[src/rtl/ssp_clk_gen.sv]
// ssp_clk_gen: programmable SSP serial-clock generator, SCLK = PCLK / (CPSDVSR * (1 + SCR)).
// Emits one-cycle LEAD/TRAIL strobes so downstream shift/sample logic stays in the PCLK domain.
`default_nettype none

module ssp_clk_gen #(
    parameter int PRE_W = 8,
    parameter int SCR_W = 8
) (
    input  logic             PCLK,
    input  logic             CLEAR,
    input  logic             EN,
    input  logic [PRE_W-1:0] CPSDVSR,
    input  logic [SCR_W-1:0] SCR,
    input  logic             CPOL,
    output logic             SCLK,
    output logic             LEAD,
    output logic             TRAIL,
    output logic             BUSY
);

    typedef enum logic [1:0] {
        IDLE = 2'd0,
        RUN  = 2'd1,
        STOP = 2'd2
    } state_t;

    localparam logic [PRE_W-1:0] PRE_ONE = 1;
    localparam logic [SCR_W-1:0] SCR_ONE = 1;

    state_t           state;
    logic [PRE_W-1:0] half_pre;   // P/2, LSB of CPSDVSR already discarded
    logic [SCR_W-1:0] scr_sh;
    logic             cpol_sh;
    logic [PRE_W-1:0] pre_cnt;
    logic [SCR_W-1:0] rate_cnt;
    logic             lead_next;
    logic [PRE_W-1:0] pre_last;
    logic             pre_wrap;
    logic             toggle;

    // P below 2 collapses to P/2 = 0, which behaves exactly like P = 2.
    always_comb begin
        pre_last = (half_pre == '0) ? '0 : half_pre - PRE_ONE;
        pre_wrap = (pre_cnt == pre_last);
        toggle   = pre_wrap && (rate_cnt == scr_sh);
    end

    always_ff @(posedge PCLK or posedge CLEAR) begin
        if (CLEAR) begin
            state     <= IDLE;
            half_pre  <= '0;
            scr_sh    <= '0;
            cpol_sh   <= 1'b0;
            pre_cnt   <= '0;
            rate_cnt  <= '0;
            lead_next <= 1'b1;
            SCLK      <= 1'b0;
            LEAD      <= 1'b0;
            TRAIL     <= 1'b0;
            BUSY      <= 1'b0;
        end else begin
            LEAD  <= 1'b0;
            TRAIL <= 1'b0;
            case (state)
                IDLE: begin
                    half_pre  <= CPSDVSR >> 1;
                    scr_sh    <= SCR;
                    cpol_sh   <= CPOL;
                    SCLK      <= cpol_sh;
                    pre_cnt   <= '0;
                    rate_cnt  <= '0;
                    lead_next <= 1'b1;
                    if (EN) begin
                        state <= RUN;
                        BUSY  <= 1'b1;
                    end
                end
                RUN, STOP: begin
                    if (state == RUN && !EN) begin
                        state <= STOP;
                    end else if (state == STOP && EN) begin
                        state <= RUN;
                    end
                    if (!toggle) begin
                        if (pre_wrap) begin
                            pre_cnt  <= '0;
                            rate_cnt <= rate_cnt + SCR_ONE;
                        end else begin
                            pre_cnt <= pre_cnt + PRE_ONE;
                        end
                    end else begin
                        pre_cnt   <= '0;
                        rate_cnt  <= '0;
                        lead_next <= !lead_next;
                        if (lead_next) begin
                            SCLK <= !cpol_sh;
                            LEAD <= 1'b1;
                        end else begin
                            SCLK  <= cpol_sh;
                            TRAIL <= 1'b1;
                            // A stop request is honoured only here, so no partial period escapes.
                            if (!EN) begin
                                state <= IDLE;
                                BUSY  <= 1'b0;
                            end
                        end
                    end
                end
                default: state <= IDLE;
            endcase
        end
    end

endmodule

`default_nettype wire
[config.mk]
export PLATFORM = sky130hd
export DESIGN_NAME = ssp_clk_gen
export DESIGN_NICKNAME = d
export VERILOG_FILES = /design/src/rtl/ssp_clk_gen.sv
export SDC_FILE = /design/constraint.sdc
export NUM_CORES = 1
export LEC_CHECK = 0
export ABC_AREA = 1
export BUFFER_PORTS_ARGS = -buffer_cell sky130_fd_sc_hd__buf_2
export CAP_MARGIN = 20
export CORE_AREA = 5 5 106 68
export CTS_BUF_LIST = sky130_fd_sc_hd__clkbuf_4 sky130_fd_sc_hd__clkbuf_8
export DETAILED_ROUTE_END_ITERATION = 16
export DIE_AREA = 0 0 111 73
export GPL_TIMING_DRIVEN = 0
export HOLD_SLACK_MARGIN = 0.02
export PLACE_DENSITY = 0.6
export SLEW_MARGIN = 10
export SYNTH_ARGS = -nofsm -noshare
export SYNTH_HDL_FRONTEND = slang
export SYNTH_SLANG_ARGS = --single-unit
[constraint.sdc]
create_clock -name PCLK -period 2.7 [get_ports PCLK]
set_input_delay 0.54 -clock PCLK [delete_from_list [all_inputs] [get_ports PCLK]]
set_output_delay 0.54 -clock PCLK [all_outputs]
set_load 0.05 [all_outputs]
==> impl_results.md <==
* Clock slew at reported path FFs at approximately 0.07 ns
* Setup TNS at 0 ns
* Final ANT Viol Nets at 0
* # resized after CTS at 0
* Number of global-route vias before repair at approximately 2,000
* Adder-Cell Fraction of Synth Area at under 10%
* Tmin final at 2.30 ns
* Uppermost routed layer: met4
* Worst slew pin tran at around 0.52 ns
* Root buffer cell: clkbuf_8
* Die Wd at about 110 µm
* Layout net count at roughly 380
* Synth Area in XOR/XNOR at under 10%
* Design Area, Final at around 2700 µm²
* Min-delay worst type: in2async
* Clock buffer depth at 2
* YS warnings at 0
* Crit end category: flip-flop
* Die Footprint at between 8000 and 9000 µm²
* H-tree depth at 2
* Post-synth cell types at 26
* Placed Area at 2600 µm²
* Max cap viols at 0
* Placed Cells at around 430
* Final setup vio count at 0
* FP Rows at 23
* Post-DP HPWL at about 4.3 mm
* Largest stage delay, worst path at about 0.38 ns
* Highest Clock Rate at between 400 and 500 MHz
* Reg2reg path depth at 14
* Setup Skew at 0.0128 ns
* Global route overflow at 0
* Critical path's slowest cell: dfrtp_1
* Gate Count Post-Synth at 318
* Mux share of post-synthesis cell area at 0%
* Most frequent CP cell: nand2_1
* Iter 0 DRT Violations at 145
* Slew Limit Fails at 0
* Simple-gate share of the synthesized area at 35.4%
* Vias/cell at 4.90
* Pwr dens at 1030 nW/µm²
* Cell chain of the critical path: inv_1 > ha_1 > inv_2 > nor2_4 > nand3_2 > buf_6 > nand3_2 > nand2_1 > nor2_1 > nand2_1 > nor2_4 > nand2_1 > nand2_1 > o22ai_1
* Post-route met1 wirelength at between 3 and 4 mm
* Top-Level Pins at 24
* DR WL/cell at ~13 µm
* Reg-to-reg critical path startpoint: half_pre[0]
* Wire length on met3 at 482 µm
* Port buffer count at 22
* Syn Area/Cell at 7.42 µm²
* Layout cell share with drive strength beyond 1 at a little over an eighth
* Worst Path Required at 2.86 ns
* Met2 routed WL at 2.06 mm
* Synth Area in Compound Gates at 5.67%
* Slew headroom at 65.4%
* Startpoint types: flip-flop
* Fin util at 42.8%
* Total number of vias at 2,135
* Seq cells post-synth at 39
* Outcome: completed
* Starting density of the core at 37.5%
* CTS tree: done
* Initial antenna violation count at 0
* # clock sinks at 39
* Tcrit/Tclk final at a little under nine tenths
* Worst ir drop on vdd at approximately 0.00037 V
* Finished Layout Cells at 436
* P_leak at roughly 1.4 nW
* Post-synthesis sequential area ratio at approximately two fifths
* Largest net degree at the start of global routing at 38
* Number of buffers created by CTS at 5
* Global-route wire length before repair at 9.58 mm
* Area of the mapped netlist at about 2400 µm²
* FF+latch area at between 900 and 1000 µm²
* Fillers at roughly 650
* Crit Path Class: reg2reg
* Largest family of logic cells by synthesized area: simple AND/OR/NAND/NOR gates
* Area grow syn2layout at 14.1%
* # hold bufs at CTS at 0
* Post-CTS setup buffers at 0
* R2R setup slack at between 0.3 and 0.4 ns
* Gr usage total at 14.9%
* Final Hold Vio Count at 0
* Final wirelength at approximately 5.6 mm
* RSZ-0062 raised after global routing: false
* Chip Height at ~73 µm
* RR Endpoint: pre_cnt[2]
* # diodes at 0
* Total power at about 2.8 mW
* Crit Path Max Fanout at 10
* Post-route DRC at 0
* Syn Nets at approximately 350
* CORE AREA at around 6300 µm²
* GPL Wtd Cong at roughly 0.84
* Worst-skew pair later-pin latency at just under 0.3 ns
* Arrival @ worst endpoint at about 2.5 ns
* Area of the multi-input gates at about 1200 µm²
* Detailed Routing Iterations Pass 1 at 7
per-stage QoR:
step | setup slack, ns | hold slack, ns
4_1_cts | 0.415 | 0.0991
3_5_place_dp | 0.417 | 0.406
6_report | 0.398 | 0.106
5_1_grt | 0.146 | 0.0913
3_3_place_gp | 0.442 | 0.478
2_1_floorplan | 0.738 | 0.461
how the worst max path moves through the flow:
stage                     start          end  depth (start not counted)
floorplan           half_pre[0]  rate_cnt[0]                         16
global placement    half_pre[0]   pre_cnt[7]                         14
detailed placement  half_pre[0]  rate_cnt[6]                         16
CTS                 half_pre[0]  rate_cnt[6]                         16
global route        half_pre[0]  rate_cnt[1]                         16
finish              half_pre[0]   pre_cnt[2]                         14
synthesized netlist by cell type (all sizes together):
cell type | count | area (µm²)
nand2 | 107 | 409
dfrtp | 38 | 951
inv | 36 | 135
nand3 | 33 | 180
nor2 | 29 | 139
o21ai | 16 | 80.1
nand4 | 13 | 87.6
xor2 | 11 | 96.3
ha | 7 | 87.6
xnor2 | 7 | 61.3
o22ai | 5 | 31.3
clkbuf | 4 | 15.0
nor3 | 4 | 20.0
a21oi | 3 | 15.0
buf | 2 | 15.0
clkinv | 1 | 3.75
dfstp | 1 | 26.3
o21bai | 1 | 7.51
critical path: cells and delay by family, from the launching register on:
kind	cells	cell delay (ns)
flops	1	0.38
fa+ha+maj	1	0.28
compound gates	1	0.11
buf+inv	3	0.42
simple gates	9	0.99
layout make-up:
cell class	instances	share of cell area [%]
inverters	37	5.15
multi-input cells	236	45.1
well taps	87	4.04
clock inverters	1	0.186
flip-flops and latches	39	36.3
plain buffers	6	1.11
clock buffers	7	3.34
repair buffers	23	4.83
layout by cell type, fill, tap and decap left out, types with 3 or more instances in the layout:
cell / Yosys / layout
nand4_1: 12 / 12
o21ai_0: 9 / 9
o21ai_1: 7 / 7
inv_2: 2 / 3
buf_2: 0 / 22
dfrtp_1: 38 / 38
xnor2_1: 7 / 7
nor3_1: 4 / 4
inv_1: 34 / 33
clkbuf_8: 0 / 6
clkbuf_1: 4 / 4
o22ai_1: 5 / 5
nor2_2: 3 / 3
nand2_1: 106 / 106
a21oi_1: 3 / 3
xor2_1: 11 / 11
ha_1: 7 / 7
nor2_4: 3 / 3
nand3_1: 30 / 30
nand3_2: 3 / 3
nor2_1: 23 / 23
layer usage:
metal	vias to the layer above	track usage, %
met3	2	3.56
met2	79	19.0
li1	1079	-
met4	0	3.01
met5	-	0
met1	975	24.4
power by group:
group          internal, mW  switching, mW  total (mW)  leakage, nW
registers             0.754          0.160       0.914        0.500
logic                 0.466          0.976        1.44        0.833
clock network         0.216          0.204       0.420       0.0517
total                  1.44           1.34        2.78         1.38
registers in the layout, indices dropped and copies added, names as in the netlist:
register / count
rate_cnt: 8
scr_sh: 8
half_pre: 7
state: 2
BUSY: 1
pre_cnt: 8
LEAD: 1
SCLK: 1
cpol_sh: 1
lead_next: 1
TRAIL: 1
kinds of logic (layout without fill, tap and decap cells):
family | count (synthesis) | in the layout
and+or+nand+nor | 186 | 186
buffers and inverters | 43 | 74
DFF | 39 | 39
AOI/OAI and AO/OA | 25 | 25
xor gates and xnor gates | 18 | 18
adders and majority gates | 7 | 7
Note: power is estimated with default switching activity, not from simulation.
